## src/rtl/sprite_renderer_pkg.sv

```systemverilog
// Shared types and helpers for the sprite renderer.
package sprite_pkg;

   typedef enum logic [3:0] {
      WALL0  = 4'd0,
      WALL1  = 4'd1,
      WALL2  = 4'd2,
      WALL3  = 4'd3,
      WALL4  = 4'd4,
      WALL5  = 4'd5,
      WALL6  = 4'd6,
      WALL7  = 4'd7,
      PELLET = 4'd9,
      POWER  = 4'd10,
      PACMAN = 4'd11
   } sprite_code_t;

   typedef enum logic [1:0] {
      RIGHT = 2'd0,
      UP    = 2'd1,
      LEFT  = 2'd2,
      DOWN  = 2'd3
   } dir_t;

   // All-ones value of a colour channel of width w.
   function automatic int color_max(input int w);
      return (1 << w) - 1;
   endfunction

endpackage

```

## src/rtl/sprite_renderer_if.sv

```systemverilog
// Pixel request / RGB response bundle between tile fetch, renderer and VGA mux.
interface sprite_if #(
   parameter int TILE_W  = 8,
   parameter int COLOR_W = 4
);
   localparam int CW = $clog2(TILE_W);

   logic               in_valid;
   logic [CW-1:0]      sx;
   logic [CW-1:0]      sy;
   logic [3:0]         sprite_code;
   logic [1:0]         pac_dir;
   logic               out_valid;
   logic [COLOR_W-1:0] R;
   logic [COLOR_W-1:0] G;
   logic [COLOR_W-1:0] B;
   logic               mouth_open;

   modport master (
      output in_valid, sx, sy, sprite_code, pac_dir,
      input  out_valid, R, G, B, mouth_open
   );

   modport slave (
      input  in_valid, sx, sy, sprite_code, pac_dir,
      output out_valid, R, G, B, mouth_open
   );
endinterface

```

## src/rtl/sprite_renderer_anim.sv

```systemverilog
// Frame-synchronised animation phases: Pac-Man mouth and power-pellet blink.
module sprite_anim_ctrl #(
   parameter int ANIM_DIV  = 8,
   parameter int BLINK_DIV = 16,
   parameter int BLINK_EN  = 1
) (
   input  logic clk,
   input  logic rst_n,
   input  logic frame_start,
   output logic mouth_open,
   output logic pellet_on
);
   localparam int MW = (ANIM_DIV > 1) ? $clog2(ANIM_DIV) : 1;

   logic [MW-1:0] mouth_cnt;

   // Mouth phase: toggle once every ANIM_DIV frames.
   always_ff @(posedge clk or negedge rst_n) begin
      if (!rst_n) begin
         mouth_cnt  <= '0;
         mouth_open <= 1'b0;
      end else if (frame_start) begin
         if (mouth_cnt == MW'(ANIM_DIV - 1)) begin
            mouth_cnt  <= '0;
            mouth_open <= ~mouth_open;
         end else begin
            mouth_cnt <= mouth_cnt + 1'b1;
         end
      end
   end

   generate
      if (BLINK_EN != 0) begin : g_blink
         localparam int BW = (BLINK_DIV > 1) ? $clog2(BLINK_DIV) : 1;
         logic [BW-1:0] blink_cnt;

         // Pellet phase: toggle once every BLINK_DIV frames, visible out of reset.
         always_ff @(posedge clk or negedge rst_n) begin
            if (!rst_n) begin
               blink_cnt <= '0;
               pellet_on <= 1'b1;
            end else if (frame_start) begin
               if (blink_cnt == BW'(BLINK_DIV - 1)) begin
                  blink_cnt <= '0;
                  pellet_on <= ~pellet_on;
               end else begin
                  blink_cnt <= blink_cnt + 1'b1;
               end
            end
         end
      end else begin : g_noblink
         assign pellet_on = 1'b1;
      end
   endgenerate

endmodule

```

## src/rtl/sprite_renderer.sv

```systemverilog
// Two-stage pipelined tile sprite renderer with animated Pac-Man and pellets.
module sprite_renderer
   import sprite_pkg::*;
#(
   parameter int TILE_W    = 8,
   parameter int COLOR_W   = 4,
   parameter int ANIM_DIV  = 8,
   parameter int BLINK_DIV = 16,
   parameter int BLINK_EN  = 1
) (
   input  logic     clk,
   input  logic     rst_n,
   input  logic     frame_start,
   sprite_if.slave  bus
);
   localparam int CW  = $clog2(TILE_W);
   localparam int DW  = CW + 2;
   localparam int SQW = 2 * DW;

   localparam logic [COLOR_W-1:0] FULL    = COLOR_W'(color_max(COLOR_W));
   localparam logic [CW-1:0]      C_LO    = CW'(TILE_W / 2 - 1);
   localparam logic [CW-1:0]      C_MID   = CW'(TILE_W / 2);
   localparam logic [CW-1:0]      C_HI    = CW'(TILE_W / 2 + 1);
   localparam logic [SQW-1:0]     RAD_SQ  = SQW'(TILE_W * TILE_W);
   localparam logic signed [DW-1:0] ZERO  = '0;

   logic mouth_open, pellet_on;

   sprite_anim_ctrl #(
      .ANIM_DIV  (ANIM_DIV),
      .BLINK_DIV (BLINK_DIV),
      .BLINK_EN  (BLINK_EN)
   ) u_anim (
      .clk         (clk),
      .rst_n       (rst_n),
      .frame_start (frame_start),
      .mouth_open  (mouth_open),
      .pellet_on   (pellet_on)
   );

   assign bus.mouth_open = mouth_open;

   // Centre-relative coordinates in half-pixel units, so the tile centre is 0.
   logic signed [DW-1:0] dx_in, dy_in;
   assign dx_in = $signed({1'b0, bus.sx, 1'b0}) - $signed(DW'(TILE_W - 1));
   assign dy_in = $signed({1'b0, bus.sy, 1'b0}) - $signed(DW'(TILE_W - 1));

   logic                 v1, mouth1, pellet1;
   logic [CW-1:0]        sx1, sy1;
   logic [3:0]           code1;
   dir_t                 dir1;
   logic signed [DW-1:0] dx1, dy1;

   // Stage 1: capture request and the animation phase seen on entry.
   always_ff @(posedge clk or negedge rst_n) begin
      if (!rst_n) begin
         v1      <= 1'b0;
         sx1     <= '0;
         sy1     <= '0;
         code1   <= '0;
         dir1    <= RIGHT;
         dx1     <= '0;
         dy1     <= '0;
         mouth1  <= 1'b0;
         pellet1 <= 1'b1;
      end else begin
         v1      <= bus.in_valid;
         sx1     <= bus.sx;
         sy1     <= bus.sy;
         code1   <= bus.sprite_code;
         dir1    <= dir_t'(bus.pac_dir);
         dx1     <= dx_in;
         dy1     <= dy_in;
         mouth1  <= mouth_open;
         pellet1 <= pellet_on;
      end
   end

   logic [DW-1:0]  adx, ady;
   logic [SQW-1:0] dist_sq;
   logic           in_disc, in_mouth;
   logic           pel_hit, pow_hit;

   assign adx     = dx1[DW-1] ? -dx1 : dx1;
   assign ady     = dy1[DW-1] ? -dy1 : dy1;
   assign dist_sq = SQW'(adx) * SQW'(adx) + SQW'(ady) * SQW'(ady);
   assign in_disc = (dist_sq <= RAD_SQ);
   assign pel_hit = (sx1 == C_LO || sx1 == C_MID) && (sy1 == C_LO || sy1 == C_MID);
   assign pow_hit = (sx1 >= C_LO) && (sx1 <= C_HI) && (sy1 >= C_LO) && (sy1 <= C_HI);

   // Mouth wedge: 90-degree sector opening in the facing direction.
   always_comb begin
      in_mouth = 1'b0;
      if (mouth1) begin
         case (dir1)
            RIGHT:   in_mouth = (dx1 > ZERO) && (ady < adx);
            LEFT:    in_mouth = (dx1 < ZERO) && (ady < adx);
            UP:      in_mouth = (dy1 < ZERO) && (adx < ady);
            DOWN:    in_mouth = (dy1 > ZERO) && (adx < ady);
            default: in_mouth = 1'b0;
         endcase
      end
   end

   logic [COLOR_W-1:0] r_n, g_n, b_n;

   // Colour selection; invalid slots render black.
   always_comb begin
      r_n = '0;
      g_n = '0;
      b_n = '0;
      if (v1) begin
         if (!code1[3]) begin
            r_n = FULL;
         end else begin
            case (code1)
               PELLET:  if (pel_hit) g_n = FULL;
               POWER:   if (pow_hit && pellet1) b_n = FULL;
               PACMAN:  if (in_disc && !in_mouth) begin
                           r_n = FULL;
                           g_n = FULL;
                        end
               default: ;
            endcase
         end
      end
   end

   // Stage 2: register the pixel colour.
   always_ff @(posedge clk or negedge rst_n) begin
      if (!rst_n) begin
         bus.out_valid <= 1'b0;
         bus.R         <= '0;
         bus.G         <= '0;
         bus.B         <= '0;
      end else begin
         bus.out_valid <= v1;
         bus.R         <= r_n;
         bus.G         <= g_n;
         bus.B         <= b_n;
      end
   end

endmodule

```

## src/flat_wrapper.sv

```systemverilog
// flat-port wrapper written by rule: the top's interface ports become plain ports
module sprite_renderer_flat import sprite_pkg::*;
#(
   parameter int TILE_W    = 8,
   parameter int COLOR_W   = 4,
   parameter int ANIM_DIV  = 8,
   parameter int BLINK_DIV = 16,
   parameter int BLINK_EN  = 1
)
  (clk, rst_n, frame_start, bus_in_valid, bus_sx, bus_sy, bus_sprite_code, bus_pac_dir, bus_out_valid, bus_R, bus_G, bus_B, bus_mouth_open);
  sprite_if #(.TILE_W(TILE_W), .COLOR_W(COLOR_W)) bus_i ();
  input  logic clk;
  input  logic rst_n;
  input  logic frame_start;
  input wire logic [$bits(bus_i.in_valid)-1:0] bus_in_valid;
  input wire logic [$bits(bus_i.sx)-1:0] bus_sx;
  input wire logic [$bits(bus_i.sy)-1:0] bus_sy;
  input wire logic [$bits(bus_i.sprite_code)-1:0] bus_sprite_code;
  input wire logic [$bits(bus_i.pac_dir)-1:0] bus_pac_dir;
  output wire logic [$bits(bus_i.out_valid)-1:0] bus_out_valid;
  output wire logic [$bits(bus_i.R)-1:0] bus_R;
  output wire logic [$bits(bus_i.G)-1:0] bus_G;
  output wire logic [$bits(bus_i.B)-1:0] bus_B;
  output wire logic [$bits(bus_i.mouth_open)-1:0] bus_mouth_open;
  assign bus_i.in_valid = bus_in_valid;
  assign bus_i.sx = bus_sx;
  assign bus_i.sy = bus_sy;
  assign bus_i.sprite_code = bus_sprite_code;
  assign bus_i.pac_dir = bus_pac_dir;
  assign bus_out_valid = bus_i.out_valid;
  assign bus_R = bus_i.R;
  assign bus_G = bus_i.G;
  assign bus_B = bus_i.B;
  assign bus_mouth_open = bus_i.mouth_open;
  sprite_renderer #(.TILE_W(TILE_W), .COLOR_W(COLOR_W), .ANIM_DIV(ANIM_DIV), .BLINK_DIV(BLINK_DIV), .BLINK_EN(BLINK_EN)) u_core (.clk(clk), .rst_n(rst_n), .frame_start(frame_start), .bus(bus_i));
endmodule
```

## config.mk

```make
export PLATFORM = sky130hd
export DESIGN_NAME = sprite_renderer_flat
export DESIGN_NICKNAME = d
export VERILOG_FILES = /design/src/rtl/sprite_renderer_pkg.sv /design/src/rtl/sprite_renderer_if.sv /design/src/rtl/sprite_renderer_anim.sv /design/src/rtl/sprite_renderer.sv /design/src/flat_wrapper.sv
export SDC_FILE = /design/constraint.sdc
export NUM_CORES = 1
export LEC_CHECK = 0
export CAP_MARGIN = 25
export CORE_ASPECT_RATIO = 0.6
export CORE_UTILIZATION = 37
export CTS_BUF_LIST = sky130_fd_sc_hd__clkbuf_16
export CTS_CLUSTER_DIAMETER = 30
export DETAILED_ROUTE_END_ITERATION = 10
export MAX_ROUTING_LAYER = met4
export PLACE_DENSITY = 0.67
export SLEW_MARGIN = 40
export SYNTH_ARGS = -nofsm -noshare
export SYNTH_HDL_FRONTEND = slang
export SYNTH_HIERARCHICAL = 1
export SYNTH_SLANG_ARGS = --single-unit
```

## constraint.sdc

```tcl
create_clock -name clk -period 13.8 [get_ports clk]
set_input_delay 2.76 -clock clk [delete_from_list [all_inputs] [get_ports clk]]
set_output_delay 2.76 -clock clk [all_outputs]
set_load 0.03 [all_outputs]
```

=== Word-level counts from Yosys, hierarchy flattened ===
Index checks and enable logic that the tools add are counted.

* Bits in registers: 47
* Word-level logic and storage cells: 85
* Output and inout bits: 14
* Input bits: 16

* Add/sub/neg operators: 7
* $mul: 2
* Bitwise logic cells: 2
* Reduce and logical (&&, ||, !) cells: 16
* Equal/unequal tests: 12
* Mux-type cells: 18
* $lt $le $gt $ge: 11

{| class="wikitable"
|+ Operators with widths
! cell !! count
|-
| two-way mux 4 bit || 12
|-
| multiplier 5 x 5 -> 10 bit || 2
|-
| equality test 4 bit, second input constant || 4
|-
| adder 10 bit || 1
|-
| > comparator 5 x 1 -> 1 bit, second input constant || 2
|-
| less-or-equal comparator 10 x 7 -> 1 bit, second input constant || 1
|-
| logical AND 1 bit || 10
|-
| < comparator 5 x 1 -> 1 bit, second input constant || 2
|-
| < comparator 5 bit || 2
|-
| two-way mux 5 bit || 2
|-
| negation 5 bit || 2
|-
| subtractor 4 x 3 -> 5 bit, second input constant || 2
|-
| equality test 3 bit, second input constant || 3
|-
| one-hot mux 4 bit (2 select lines) || 1
|-
| equality test 3 x 2 -> 1 bit, second input constant || 2
|-
| >= comparator 3 x 2 -> 1 bit, second input constant || 2
|-
| less-or-equal comparator 3 bit, second input constant || 2
|-
| adder 4 x 1 -> 4 bit, second input constant || 1
|-
| equality test 2 bit, second input constant || 2
|-
| one-hot mux 1 bit (4 select lines) || 1
|-
| AND reduction 2 bit || 2
|-
| adder 3 x 1 -> 3 bit, second input constant || 1
|-
| two-way mux 3 bit || 1
|-
| equality test 2 x 1 -> 1 bit, second input constant || 1
|-
| 5 further kinds || 7
|}

=== Depth between registers and ports, before layout ===
* Depth after elaboration: 12
* Depth in mapped cells: 21
* Gate-level depth less buffers: 21

=== By module ===
Netlist, hierarchy kept.

{| class="wikitable"
|+ Modules (own cells, without submodules)
! module !! times used !! area an instance (µm²) !! cells an instance !! sequential area each (µm²)
|-
| sprite_renderer || 1 || 2090.8 || 202 || 551.8
|-
| sprite_anim_ctrl || 1 || 436.7 || 35 || 226.5
|}

=== Worst setup path before layout ===
Ideal clock, no wire load.

* Path type: reg-to-reg
* Start: reg u_core.dy1[0]
* End: reg u_core.bus.R[2]
* Clock period less this slack: 5487 ps
* Data arrival time: 5410 ps
* Library setup time: 78 ps
* Path buffers: 0
* Required time: 13722 ps
* Setup slack: 8313 ps
* Cell stages (with the launch flop): 19
* Cells stage by stage: dfrtp_1 -> inv_1 -> ha_1 -> mux2i_1 -> nor2_1 -> fa_1 -> inv_1 -> fa_1 -> fa_1 -> inv_1 -> fa_1 -> fa_1 -> ha_1 -> xor2_1 -> nor3_2 -> or4b_1 -> a311oi_1 -> nand4_1 -> a21boi_1

* Word-level cells in the longest chain between the ends: 12
* Elaborated cells on any way between the ends: 21
* Those cells by class: 2 x add/sub; 1 x mul; 5 x order compare; 7 x mux; 6 x reduce/logical

{| class="wikitable"
|+ Ends and longest elaborated chain
! what !! RTL line !! text
|-
| start, declared || sprite_renderer.sv:52 || <nowiki>logic signed [DW-1:0] dx1, dy1;</nowiki>
|-
| start signal, assigned || sprite_renderer.sv:73 || <nowiki>dy1 <= dy_in;</nowiki>
|-
| branches (longest 7 deep; another with multiplier 5 x 5 -> 10 bit) || -- ||
|-
| logical AND 1 bit * || sprite_renderer.sv:119 || <nowiki>PACMAN: if (in_disc && !in_mouth) begin</nowiki>
|-
| two-way mux 4 bit * || sprite_renderer.sv:119 ||
|-
| two-way mux 4 bit * || sprite_renderer.sv:116 || <nowiki>case (code1)</nowiki>
|-
| two-way mux 4 bit * || sprite_renderer.sv:113 || <nowiki>if (!code1[3]) begin</nowiki>
|-
| two-way mux 4 bit * || sprite_renderer.sv:112 || <nowiki>if (v1) begin</nowiki>
|-
| end signal, assigned || sprite_renderer.sv:138 || <nowiki>bus.R <= r_n;</nowiki>
|-
| end, declared || sprite_renderer_if.sv:26 || <nowiki>output out_valid, R, G, B, mouth_open</nowiki>
|}

Every way passes the cells marked *.
A chain may end at the register's enable or synchronous reset.

=== Worst setup path in the final report ===
Ends and elaborated chain as after synthesis.

==> impl_results.md <==
- Status: finished clean
- Crit-path cells: inv_1 -> ha_1 -> mux2i_1 -> nor2_1 -> fa_1 -> inv_1 -> fa_1 -> fa_1 -> inv_1 -> fa_1 -> fa_1 -> ha_1 -> xor2_1 -> nor3_2 -> or4b_1 -> a311oi_1 -> nand4_1 -> a21boi_1
- Worst reg2reg startpoint: u_core/dy1[0]
- Hold_sp: u_core/u_anim/pellet_on
- Slew Viols, Final: 0
- Final instance area: 0.00307 mm^2
- CTS Buf Count: 5
- Hold-fix buffers, CTS: 0
- RSZ-0062 raised after global routing: false
- Post-CTS setup buffer count: 0
- Final worst path period need: 5950 ps
- Clock Skews: 5.16 ps
- R2r setup slk: 7850 ps
- Die Span Y: 66.0 um
- Largest net degree at the start of global routing: 32
- Worst reg2reg path depth: 18
- Share of cells above drive strength 1: 0.0775
- Clock sinks: 31
- Most frequent cell on the critical path: fa_1
- Startpoint Class: flip-flop
- ANT nets after route: 0
- Pwr Density: 156 mW/mm^2
- Critical-path top delay cell: fa_1
- Starting DRC count in detailed routing: 71
- Hold endpoint: u_core/pellet1
- DRC errors left: 0
- Worst setup EP type: flip-flop
- Ant diodes: 0
- Tot GR Track Use: 0.161
- Cells after Synth: 237
- WL/cell: 12.9 um
- Avg Inst Size Synth: 10.7 um^2
- Tot Pwr: 0.478 mW
- RePlAce Congestion: 0.814
- TritonCTS clock tree: done
- H-tree levels: 2
- Post-synthesis sequential area ratio: 0.308
- CP max stage delay: 550 ps
- Area Growth Syn to Fin: 21.3%
- Worst skew pair latency: 270 ps
- Total Wirelength: 4760 um
- IO buf count: 29
- Count of cell types in the netlist: 48
- Final net count: 354
- Fmax: 168 MHz
- Vias in the first global route: 1,694
- WHS Path Cells: 0
- Die Area: 0.00718 mm^2
- Leak: 1.48 nW
- Max Buffers Root-to-Sink: 2
- Crit Path Max Fanout: 6
- First-pass GRT wire length: 8360 um
- Top FF cell, synth: dfrtp_1
- Worst EP required: 13,990 ps
- CP Class: flip-flop to flip-flop
- Hold Crit Class: flip-flop to flip-flop
- Slew @ Worst Pin: 469 ps
- Seq cells post-synth: 31
- Synth async-reset ratio: 1.00
- CTS clk-pin slew, worst paths: 50 ps
- Io pins: 30
- Core Util, Final: 0.482
- Total number of vias: 1,681
- DP Wirelength: 4050 um
- Number of vias per cell: 4.57
- First-pass DRT Iterations: 4
- Syn. warnings: 6
- Starting Density: 0.397
- Slew headroom: 0.678
- CTS Root Buffer Type: clkbuf_16
- Final hold viol count: 0
- Syn Std Cell Area: 0.00253 mm^2
- Post-CTS resize count: 0
- Initial antenna violation count: 0
- Setup_tns: 0 ps
- Worst IR Drop VDD: 104 uV
- MaxCap Viol Count: 0
- Reg-to-reg critical path endpoint: u_core/bus.R[2]
- Final period utilization: 0.431
- Gr ovfl total: 0
- Die W: 109 um
- DP Area: 0.00293 mm^2
- Final setup viols: 0
- CP arrival: 6140 ps
- Core footprint: 0.00636 mm^2
- Std cell rows: 22
- Number of synthesized flops with an enable pin: 0
-- worst max-delay path by stage --
stage                       start               to  slack [ps]
floorplan           u_core/dy1[0]  u_core/bus.R[2]        8310
global placement    u_core/dy1[0]  u_core/bus.R[2]        8070
detailed placement  u_core/dy1[0]  u_core/bus.R[2]        7830
CTS                 u_core/dy1[0]  u_core/bus.R[2]        7820
global route        u_core/dy1[0]  u_core/bus.R[2]        7470
finish              u_core/dy1[0]  u_core/bus.R[2]        7850
-- cells by family after synthesis --
logic type / count (synthesis) / synth area share
mux: 6 / 0.0287
buf+inv: 47 / 0.0861
other cells: 2 / 0.00297
compound gates: 31 / 0.0842
simple gates: 54 / 0.117
flops: 31 / 0.308
xor+xnor: 11 / 0.0411
fa+ha+maj: 55 / 0.332
-- state kept, by name, summed over array words and instances (netlist names), 2 cells and up --
register	flops
u_core/u_anim/g_blink.blink_cnt	4
u_core/dx1	3
u_core/code1	4
u_core/dir1	2
u_core/dy1	4
u_core/u_anim/mouth_cnt	3
-- synthesized netlist by cell type, drive strengths merged, types with 2 or more instances --
| cell | instances | area [um^2] |
|---|---|---|
| dfstp | 2 | 52.6 |
| a211oi | 3 | 22.5 |
| a21o | 3 | 23.8 |
| ha | 35 | 438 |
| o21ai | 8 | 40.0 |
| nand2 | 13 | 51.3 |
| xnor2 | 8 | 77.6 |
| xor2 | 3 | 26.3 |
| a21oi | 7 | 35.0 |
| mux2 | 4 | 52.6 |
| nand2b | 2 | 12.5 |
| conb | 2 | 7.51 |
| buf | 10 | 78.8 |
| nor2b | 4 | 25.0 |
| inv | 37 | 139 |
| fa | 20 | 400 |
| nor3 | 4 | 25.0 |
| nor2 | 13 | 48.8 |
| dfrtp | 29 | 726 |
| mux2i | 2 | 20.0 |
| o21a | 2 | 15.0 |
| nand4 | 4 | 40.0 |
| nand3 | 5 | 25.0 |
-- area by class of cell --
class / instances / area (um^2)
clock buffers: 5 / 125
fillers: 597 / 3290
flip-flops and latches: 31 / 778
multi-input cells: 178 / 1610
inverters: 37 / 139
clock inverters: 3 / 12.5
well taps: 84 / 105
repair buffers: 30 / 298
-- placed cells by master (no fill, tap or decap), types with 4 or more instances in the layout --
cell             count
o21ai_0              6
a21oi_1              7
clkbuf_16            5
conb_1              21
dfrtp_1             29
nand3_1              5
ha_1                35
fa_1                20
clkdlybuf4s50_1     29
inv_1               38
nor2_1              13
xnor2_1              7
nor2b_1              4
nand2_1             12
-- through the flow --
stage | instances | hold slack, ps | setup WS (ps)
floorplan | 256 | 372 | 8310
global placement | 360 | 377 | 8070
detailed placement | 360 | 380 | 7830
CTS | 368 | 393 | 7820
global route | 368 | 399 | 7470
finish | 368 | 395 | 7850
-- power breakdown --
group          leakage (nW)  switching, mW  total, mW  internal [mW]
logic                  1.04          0.130      0.252          0.122
registers             0.368         0.0161      0.126          0.110
clock network        0.0724         0.0349     0.0998         0.0649
total                  1.48          0.181      0.478          0.297
-- critical path, delay by kind of cell, from the launching register on --
kind	cells	cell delay (ps)
adder cells (fa/ha/maj)	7	3180
AND/OR/NAND/NOR	4	910
AO/OA/AOI/OAI	2	430
flip-flops	1	430
multiplexers	1	400
buffers and inverters	3	320
XOR/XNOR	1	190
-- metal layers --
metal	track usage	part of all wire	vias to the layer above
met5	-	0	-
met4	0.0304	0.0048	0
met3	0.0355	0.035	2
met2	0.222	0.40	32
met1	0.241	0.56	793
li1	-	-	854
(Power assumes the default switching activity.)
